<file path="config.mk">
export PLATFORM = sky130hd
export DESIGN_NAME = cpu_fetch
export DESIGN_NICKNAME = d
export VERILOG_FILES = /design/src/rtl/cpu_fetch.sv
export SDC_FILE = /design/constraint.sdc
export NUM_CORES = 1
export LEC_CHECK = 0
export BUFFER_PORTS_ARGS = -buffer_cell sky130_fd_sc_hd__buf_2
export CORE_UTILIZATION = 40
export CTS_BUF_LIST = sky130_fd_sc_hd__clkbuf_16
export CTS_CLUSTER_DIAMETER = 200
export DETAILED_ROUTE_END_ITERATION = 7
export PLACE_DENSITY = 0.72
export SLEW_MARGIN = 20
export SYNTH_ARGS = -nofsm -noshare
export SYNTH_HDL_FRONTEND = slang
export SYNTH_SLANG_ARGS = --single-unit
</file>
<file path="constraint.sdc">
create_clock -name clk -period 2.88 [get_ports clk]
set_input_delay 0.288 -clock clk [delete_from_list [all_inputs] [get_ports clk]]
set_output_delay 0.288 -clock clk [all_outputs]
set_load 0.01 [all_outputs]
</file>
<file path="src/rtl/cpu_fetch.sv">
// Instruction fetch front end: in-order request stream, prefetch FIFO and kill/redirect handling.
// Optional macro CPU_FETCH_BYPASS_EN presents a response in its arrival cycle when the FIFO is empty.
module cpu_fetch #(
  parameter logic [31:0] RESET_PC = 32'h0,
  parameter int unsigned DEPTH    = 2
) (
  input  logic        clk,
  input  logic        rst_b,
  output logic        imem__req,
  output logic [30:0] imem__addr,
  input  logic        imem__gnt,
  input  logic        imem__rvalid,
  input  logic [47:0] imem__rdata,
  output logic [47:0] instruction_1a,
  output logic [31:0] pc_1a,
  input  logic        stall_2a,
  input  logic        kill_4a,
  input  logic [31:0] pc_4a
);

  logic        run_q;
  logic [31:0] pc_q, pc_d;
  logic [31:0] rsp_pc_q, rsp_pc_d;
  logic [31:0] last_pc_q, last_pc_d;
  logic [2:0]  out_q, out_d;
  logic [7:0]  drop_q, drop_d;
  logic [2:0]  cnt_q, cnt_d;
  logic [1:0]  wr_q, wr_d;
  logic [1:0]  rd_q, rd_d;
  logic [47:0] fifo_data_q [4];
  logic [31:0] fifo_pc_q   [4];

  logic head_valid_s, live_rsp_s, byp_s, pop_s, push_s, acc_s;

  function automatic logic [31:0] pc_next(input logic [31:0] p);
    pc_next = {p[31:1] + 31'd1, p[0]};
  endfunction

  function automatic logic [1:0] ptr_next(input logic [1:0] p);
    if (p == 2'(DEPTH - 1)) begin
      ptr_next = 2'd0;
    end else begin
      ptr_next = p + 2'd1;
    end
  endfunction

  // Pending drops are always older than live requests, so a response is live only once drops are exhausted.
  assign live_rsp_s   = imem__rvalid && (drop_q == 8'd0);
  assign head_valid_s = (cnt_q != 3'd0);
`ifdef CPU_FETCH_BYPASS_EN
  assign byp_s = !head_valid_s && live_rsp_s && !kill_4a;
`else
  assign byp_s = 1'b0;
`endif
  assign pop_s      = head_valid_s && !stall_2a && !kill_4a;
  assign push_s     = live_rsp_s && !kill_4a && !(byp_s && !stall_2a);
  assign imem__req  = run_q && !kill_4a && (({1'b0, out_q} + {1'b0, cnt_q}) < 4'(DEPTH));
  assign imem__addr = pc_q[31:1];
  assign acc_s      = imem__req && imem__gnt;

  // Decode-side view: FIFO head, else bypassed response, else NOP with the last presented pc.
  always_comb begin
    instruction_1a = 48'h0;
    pc_1a          = last_pc_q;
    if (head_valid_s) begin
      instruction_1a = fifo_data_q[rd_q];
      pc_1a          = fifo_pc_q[rd_q];
    end else if (byp_s) begin
      instruction_1a = imem__rdata;
      pc_1a          = rsp_pc_q;
    end else begin
      instruction_1a = 48'h0;
      pc_1a          = last_pc_q;
    end
  end

  // Next-state for fetch pointer, in-flight accounting and FIFO pointers; kill overrides everything.
  always_comb begin
    pc_d      = pc_q;
    rsp_pc_d  = rsp_pc_q;
    last_pc_d = last_pc_q;
    out_d     = out_q;
    drop_d    = drop_q;
    cnt_d     = cnt_q;
    wr_d      = wr_q;
    rd_d      = rd_q;
    if (head_valid_s) begin
      last_pc_d = fifo_pc_q[rd_q];
    end else if (byp_s) begin
      last_pc_d = rsp_pc_q;
    end else begin
      last_pc_d = last_pc_q;
    end
    if (kill_4a) begin
      pc_d     = pc_4a;
      rsp_pc_d = pc_4a;
      out_d    = 3'd0;
      drop_d   = drop_q + {5'd0, out_q} - {7'd0, imem__rvalid};
      cnt_d    = 3'd0;
      wr_d     = 2'd0;
      rd_d     = 2'd0;
    end else begin
      if (acc_s) begin
        pc_d = pc_next(pc_q);
      end else begin
        pc_d = pc_q;
      end
      if (live_rsp_s) begin
        rsp_pc_d = pc_next(rsp_pc_q);
      end else begin
        rsp_pc_d = rsp_pc_q;
      end
      out_d = out_q + {2'd0, acc_s} - {2'd0, live_rsp_s};
      if (imem__rvalid && !live_rsp_s) begin
        drop_d = drop_q - 8'd1;
      end else begin
        drop_d = drop_q;
      end
      cnt_d = cnt_q + {2'd0, push_s} - {2'd0, pop_s};
      if (push_s) begin
        wr_d = ptr_next(wr_q);
      end else begin
        wr_d = wr_q;
      end
      if (pop_s) begin
        rd_d = ptr_next(rd_q);
      end else begin
        rd_d = rd_q;
      end
    end
  end

  // State registers and FIFO storage.
  always_ff @(posedge clk or negedge rst_b) begin
    if (!rst_b) begin
      run_q     <= 1'b0;
      pc_q      <= RESET_PC;
      rsp_pc_q  <= RESET_PC;
      last_pc_q <= RESET_PC;
      out_q     <= 3'd0;
      drop_q    <= 8'd0;
      cnt_q     <= 3'd0;
      wr_q      <= 2'd0;
      rd_q      <= 2'd0;
      for (int i = 0; i < 4; i++) begin
        fifo_data_q[i] <= 48'h0;
        fifo_pc_q[i]   <= 32'h0;
      end
    end else begin
      run_q     <= 1'b1;
      pc_q      <= pc_d;
      rsp_pc_q  <= rsp_pc_d;
      last_pc_q <= last_pc_d;
      out_q     <= out_d;
      drop_q    <= drop_d;
      cnt_q     <= cnt_d;
      wr_q      <= wr_d;
      rd_q      <= rd_d;
      if (push_s) begin
        fifo_data_q[wr_q] <= imem__rdata;
        fifo_pc_q[wr_q]   <= rsp_pc_q;
      end
    end
  end

endmodule

</file>
==> impl_metrics.env, run 1 <==
export IMPL_drv_cap=0
export IMPL_antenna_found_initial=6
export IMPL_detail_route_iter0_violations=779
export IMPL_io_pin_count=198
export IMPL_crit_path_max_fanout=3
export IMPL_start_kind="flop"
export IMPL_drive_above_1_share_pct=43.5
export IMPL_routed_wl_mm=49.0
export IMPL_root_buffer="clkbuf_16"
export IMPL_r2r_start="out_q[1]"
export IMPL_maxSlewViolCount=0
export IMPL_wl_per_cell_um=20.0
export IMPL_worst_pin_slew_ns=0.776
export IMPL_synth_ff_latch_count=434
export IMPL_status="finished, final reports clean"
export IMPL_hpwl_mm=31.8
export IMPL_hold_path_class="input port to flop"
export IMPL_nets=1859
export IMPL_worstPathArrival_ns=3.20
export IMPL_ant_nets=0
export IMPL_synthFlopType="dfrtp_1"
export IMPL_relSlewSlack_pct=48.3
export IMPL_vias=13204
export IMPL_start_util_pct=40.7
export IMPL_synth_area_leader_cell="dfrtp_1"
export IMPL_grt_pass1_wl_mm=80.0
export IMPL_synth_most_common_cell="dfrtp_1"
export IMPL_h_tree_depth=2
export IMPL_clkTransAtPathRegs_ns=0.06
export IMPL_die_area_um2=52100
export IMPL_total_leakage_power_nw=11.8
export IMPL_final_core_util_pct=48.9
export IMPL_core_area_um2=50400
export IMPL_row_count=82
export IMPL_io_buffer_count=197
export IMPL_viasPerCell=5.38
export IMPL_finalSetupViolations=0
export IMPL_drcViolationCount=0
export IMPL_cts_made_buffers=48
export IMPL_first_pass_iters=4
export IMPL_finalHoldViolCount=0
export IMPL_synth_nets=1596
export IMPL_worstSetupStartpoint="out_q[1]"
export IMPL_syn_area_um2=20500
export IMPL_synthTopCellsByArea="dfrtp_1 53%, mux2_2 20%, mux4_2 8.8%"
export IMPL_tns_ns=0
export IMPL_fin_crit_ns=2.75
export IMPL_end_kind="flop"
export IMPL_min_period_over_period_pct=95.4
export IMPL_die_x_um=228
export IMPL_cts_tree="done"
export IMPL_synth_area_per_cell_um2=13.8
export IMPL_clock_sinks=434
export IMPL_synthCells=1481
export IMPL_skew_ns=0.0150
export IMPL_async_reset_ff_share_pct=100
export IMPL_yosysWarningCount=0
export IMPL_clkLatencyLatePin_ns=0.58
export IMPL_clk_path_buf_depth=3
export IMPL_synth_top_cell_area_share_pct=53.0
export IMPL_rsz0062_at_grt="no"
export IMPL_grt_max_degree=99
export IMPL_required_ns=3.34
export IMPL_grt_pass1_vias=14234
export IMPL_ys_seq_area_share_pct=53.0
export IMPL_holdCritStartpoint="pc_4a[24]"
export IMPL_grt_use_total_pct=19.2
export IMPL_synth_edf_count=0
export IMPL_p_per_area_nw_per_um2=673
export IMPL_synth_common_cells="434 x dfrtp_1, 366 x mux2_2, 80 x mux4_2"
export IMPL_max_freq_mhz=364
export IMPL_die_y_um=228
export IMPL_routabilityCongestion=0.866
export IMPL_area_growth_pct=20.2
export IMPL_grt_overflow=0
export IMPL_ir_worst_vdd_mv=0.442
export IMPL_ys_types=62
export IMPL_crit_type="flop to flop"
-- metal layers --
layer / vias to the layer above / wire, um / track usage [%] / share of wire, %
li1: 5889 / - / - / -
met1: 6922 / 21500 / 25.6 / 44
met2: 292 / 23800 / 31.3 / 48
met3: 93 / 2300 / 3.79 / 4.7
met4: 8 / 1410 / 6.98 / 2.9
met5: - / 51 / 0 / 0.10
-- sequential cells by signal (all words and copies together) (netlist names), 3 cells and up --
name	cells
rsp_pc_q	32
out_q	3
fifo_pc_q	128
fifo_data_q	192
drop_q	8
pc_q	31
cnt_q	3
last_pc_q	32
-- final timing paths --
path | endpoint | slack (ns) | depth (start not counted)
worst max-delay path | out_q[2] | 0.13 | 13
worst min-delay path | pc_q[24] | 0.04 | 3
worst max register to register | out_q[2] | 0.13 | 13
worst min register to register | fifo_data_q[191] | 0.48 | 1
max in group asynchronous | fifo_pc_q[4] | 1.64 | 3
min in group asynchronous | fifo_data_q[77] | 0.24 | 2
-- power by group --
group	switching (mW)	internal, mW	leakage (nW)
logic	2.10	1.93	5.20
clock network	2.43	3.02	0.741
registers	0.419	6.68	5.89
-- final cells by class --
cell class | count | area, um^2
antenna | 2 | 5.00
clock buffer | 48 | 1200
clock inverter | 37 | 185
fill | 4322 | 25700
inverter | 33 | 124
multi-input combinational | 914 | 9140
sequential | 434 | 10900
tap | 672 | 841
timing repair buffer | 313 | 2280
-- critical path, cell delays in order (launching register included) --
cell and delay, ns:
dfrtp_1 0.37, inv_2 0.06, fa_2 0.57, nor4bb_4 0.23
nand2_1 0.12, nor2_2 0.11, inv_1 0.06, ha_1 0.27
inv_1 0.07, ha_1 0.14, inv_1 0.06, fa_2 0.34
xnor2_1 0.16, nor2_1 0.05
-- cell usage in the layout, fill, tap and decap left out, drive strengths merged, types with 15 or more instances in the layout --
cell type / count
buf: 243
nor3: 25
nand4: 24
xor2: 22
clkinv: 18
dfrtp: 434
o21ai: 17
mux2: 376
dlygate4sd3: 70
ha: 25
nor4: 15
inv: 51
mux4: 80
nor2: 36
xnor2: 31
nand2: 59
nor2b: 58
nand3: 33
clkbuf: 48
-- through the flow --
stage | std cells | setup slack [ns] | hold WS (ns) | cell area, um^2 | total power, mW
floorplan | 1481 | 0.0120 | -0.00759 | 20500 | 9.75
global placement | 2294 | 0.182 | 0.285 | 22500 | 11.1
detailed placement | 2294 | 0.0937 | 0.295 | 22500 | 11.2
CTS | 2449 | 0.0657 | 0.00555 | 24600 | 16.8
global route | 2452 | 0.00772 | 0.0351 | 24600 | 17.5
finish | 2453 | 0.132 | 0.0403 | 24600 | 16.6
-- kinds of logic (layout without fill, tap and decap cells) --
logic type | count (synthesis) | in the layout | synth area share (%)
muxes | 462 | 462 | 29.7
AOI/OAI and AO/OA | 74 | 74 | 2.46
and+or+nand+nor | 295 | 295 | 7.85
other | 1 | 3 | 0.0183
xor gates and xnor gates | 53 | 53 | 2.26
adders and majority gates | 29 | 29 | 1.92
DFF | 434 | 434 | 53.0
buffers and inverters | 133 | 431 | 2.76
-- repair_timing --
item / CTS / global route
buffers inserted: 0 / 2
hold buffers: 70 / 0
hold endpoints to repair: 284 / 0
gates resized for setup: 0 / 6
setup endpoints to repair: 0 / 6
No activity file was read; power rests on OpenSTA's default activity.
==> inputs of run 2 (changes only) <==
--- a/config.mk
+++ b/config.mk
@@ -10,6 +10,7 @@
 export CTS_BUF_LIST = sky130_fd_sc_hd__clkbuf_16
 export CTS_CLUSTER_DIAMETER = 200
 export DETAILED_ROUTE_END_ITERATION = 7
+export MAX_ROUTING_LAYER = met4
 export PLACE_DENSITY = 0.72
 export SLEW_MARGIN = 20
 export SYNTH_ARGS = -nofsm -noshare
==> run 2 against run 1 <==
  * Clock-buffer cell count is the same
  * Largest cell class unchanged
  * Global-route usage grew 0.58 points
  * Critical endpoint is now pc_1a[1]
  * Sequential cell count is the same
  * Combinational power is essentially flat
==> impl_metrics.env, run 2 (same netlist as run 1, synthesis figures left out) <==
export IMPL_reg_largest_list="fifo_data_q (192), fifo_pc_q (128)"
export IMPL_ir_worst_vdd_mv=0.442
export IMPL_use_met2_pct=31.3
export IMPL_p_sw_mw=4.97
export IMPL_area_growth_pct=20.3
export IMPL_routabilityCongestion=0.880
export IMPL_grt_max_degree=99
export IMPL_cts_made_buffers=48
export IMPL_wl_per_cell_um=20.0
export IMPL_fillers=4321
export IMPL_die_x_um=228
export IMPL_worstPathArrival_ns=2.46
export IMPL_p_sw_share_pct=30.0
export IMPL_start_util_pct=40.7
export IMPL_die_y_um=228
export IMPL_core_area_um2=50400
export IMPL_max_freq_mhz=364
export IMPL_path_buf_inv=2
export IMPL_first_pass_iters=5
export IMPL_min_period_over_period_pct=95.3
export IMPL_regMostFlops="fifo_data_q"
export IMPL_use_met1_pct=25.7
export IMPL_ant_nets=0
export IMPL_vias=13187
export IMPL_root_buffer="clkbuf_16"
export IMPL_multiInputGateArea_um2=9140
export IMPL_cts_tree="done"
export IMPL_layoutNonFillerInstCount=2457
export IMPL_final_design_area_no_fill_um2=24600
export IMPL_h_tree_depth=2
export IMPL_die_area_um2=52100
export IMPL_cp_slowest_stage_delay_ns=0.59
export IMPL_slowest_stage="mux4_2"
export IMPL_routed_wl_mm=49.1
export IMPL_clock_sinks=434
export IMPL_io_buffer_count=197
export IMPL_clkPwrFrac_pct=32.9
export IMPL_drive_above_1_share_pct=43.5
export IMPL_dpl_cell_area_um2=22500
export IMPL_clkLatencyLatePin_ns=0.59
export IMPL_use_met3_pct=3.61
export IMPL_worst_pin_slew_ns=0.770
export IMPL_finalHoldViolCount=0
export IMPL_clkTransAtPathRegs_ns=0.05
export IMPL_io_pin_count=198
export IMPL_tns_ns=0
export IMPL_final_common_cell="dfrtp_1"
export IMPL_nets=1859
export IMPL_grt_busiest_layer="met2"
export IMPL_power_total_mw=16.6
export IMPL_drv_cap=0
export IMPL_grt_pass1_wl_mm=79.9
export IMPL_crit_path_max_fanout=31
export IMPL_p_per_area_nw_per_um2=674
export IMPL_crit_type="flop to primary output"
export IMPL_hold_path_class="input port to flop"
export IMPL_required_ns=2.59
export IMPL_maxSlewViolCount=0
export IMPL_antenna_found_initial=6
export IMPL_path_delay_family="multiplexers"
export IMPL_grt_overflow=0
export IMPL_hpwl_mm=31.8
export IMPL_skew_ns=0.0153
export IMPL_largest_register_ffs=192
export IMPL_status="finished, final reports clean"
export IMPL_grt_use_total_pct=19.8
export IMPL_end_kind="primary output"
export IMPL_rsz0062_at_grt="no"
export IMPL_p_int_mw=11.6
export IMPL_start_kind="flop"
export IMPL_fin_crit_ns=2.74
export IMPL_clk_path_buf_depth=3
export IMPL_combPwrFrac_pct=24.3
export IMPL_grt_pass1_vias=14244
export IMPL_final_cell_mix="432 x dfrtp_1, 366 x mux2_2, 196 x buf_2, 80 x mux4_2, 70 x dlygate4sd3_1"
export IMPL_row_count=82
export IMPL_drcViolationCount=0
export IMPL_regArea_um2=10900
export IMPL_dp_cells=2294
export IMPL_finalSetupViolations=0
export IMPL_detail_route_iter0_violations=895
export IMPL_seqPwrFrac_pct=42.7
export IMPL_relSlewSlack_pct=48.7
export IMPL_crit_chain="buf_12 -> mux4_2 -> mux2_2 -> buf_2"
export IMPL_total_leakage_power_nw=11.8
export IMPL_viasPerCell=5.37
==> run 2: changes by cell type in the layout (fill, tap and decap cells not counted) <==
cell,change
diode_2,+4
==> run 2: power by group through the flow <==
stage | logic [mW] | registers (mW) | clock network [mW]
6_report | 4.04 | 7.10 | 5.47
3_5_place_dp | 3.97 | 7.20 | 0
5_1_grt | 4.41 | 7.18 | 5.91
2_1_floorplan | 2.71 | 7.04 | 0
4_1_cts | 4.06 | 7.09 | 5.67
3_3_place_gp | 3.90 | 7.16 | 0
==> run 2: tightest hold or removal path: stages <==
cell and delay (ns):
buf_2 0.08, nor2_1 0.07, a31oi_1 0.13
==> run 2: per-layer routing <==
layer  vias to the layer above  wire [um]
met5                         -          0
met4                         0       1390
met3                        87       2250
met2                       326      23700
met1                      6870      21800
li1                       5904          -
==> run 2: metrics by stage <==
step | utilization [%] | hold slack [ns] | worst slack [ns]
4_1_cts | 48.8 | 0.00555 | 0.0657
6_report | 48.9 | 0.0397 | 0.136
2_1_floorplan | - | -0.00759 | 0.0120
3_5_place_dp | 44.7 | 0.295 | 0.0937
5_1_grt | 48.9 | 0.0345 | 0.00867
3_3_place_gp | 44.7 | 0.285 | 0.182
==> run 2: repair_timing <==
action / CTS / global route
hold buffers: 70 / 0
buffers inserted: 0 / 2
resized for setup: 0 / 6
endpoints found under the setup margin: 0 / 6
endpoints found under the hold margin: 284 / 0
==> run 2: final cells by class <==
class,instances,area share [%]
sequential,434,44.1
multi-input combinational,914,37.1
timing repair buffer,313,9.25
clock buffer,48,4.87
tap,672,3.41
clock inverter,37,0.751
inverter,33,0.503
antenna,6,0.0609
==> run 2: final timing paths <==
| path | depth (start not counted) | end | slack, ns | from |
|---|---|---|---|---|
| worst max-delay path | 4 | pc_1a[1] | 0.14 | rd_q[0] |
| max in group asynchronous | 3 | fifo_pc_q[4] | 1.66 | rst_b |
| worst max register to register | 13 | out_q[2] | 0.14 | out_q[1] |
| worst min-delay path | 3 | pc_q[24] | 0.04 | pc_4a[24] |
| worst min register to register | 1 | fifo_data_q[191] | 0.48 | fifo_data_q[191] |
| min in group asynchronous | 2 | fifo_data_q[77] | 0.25 | rst_b |
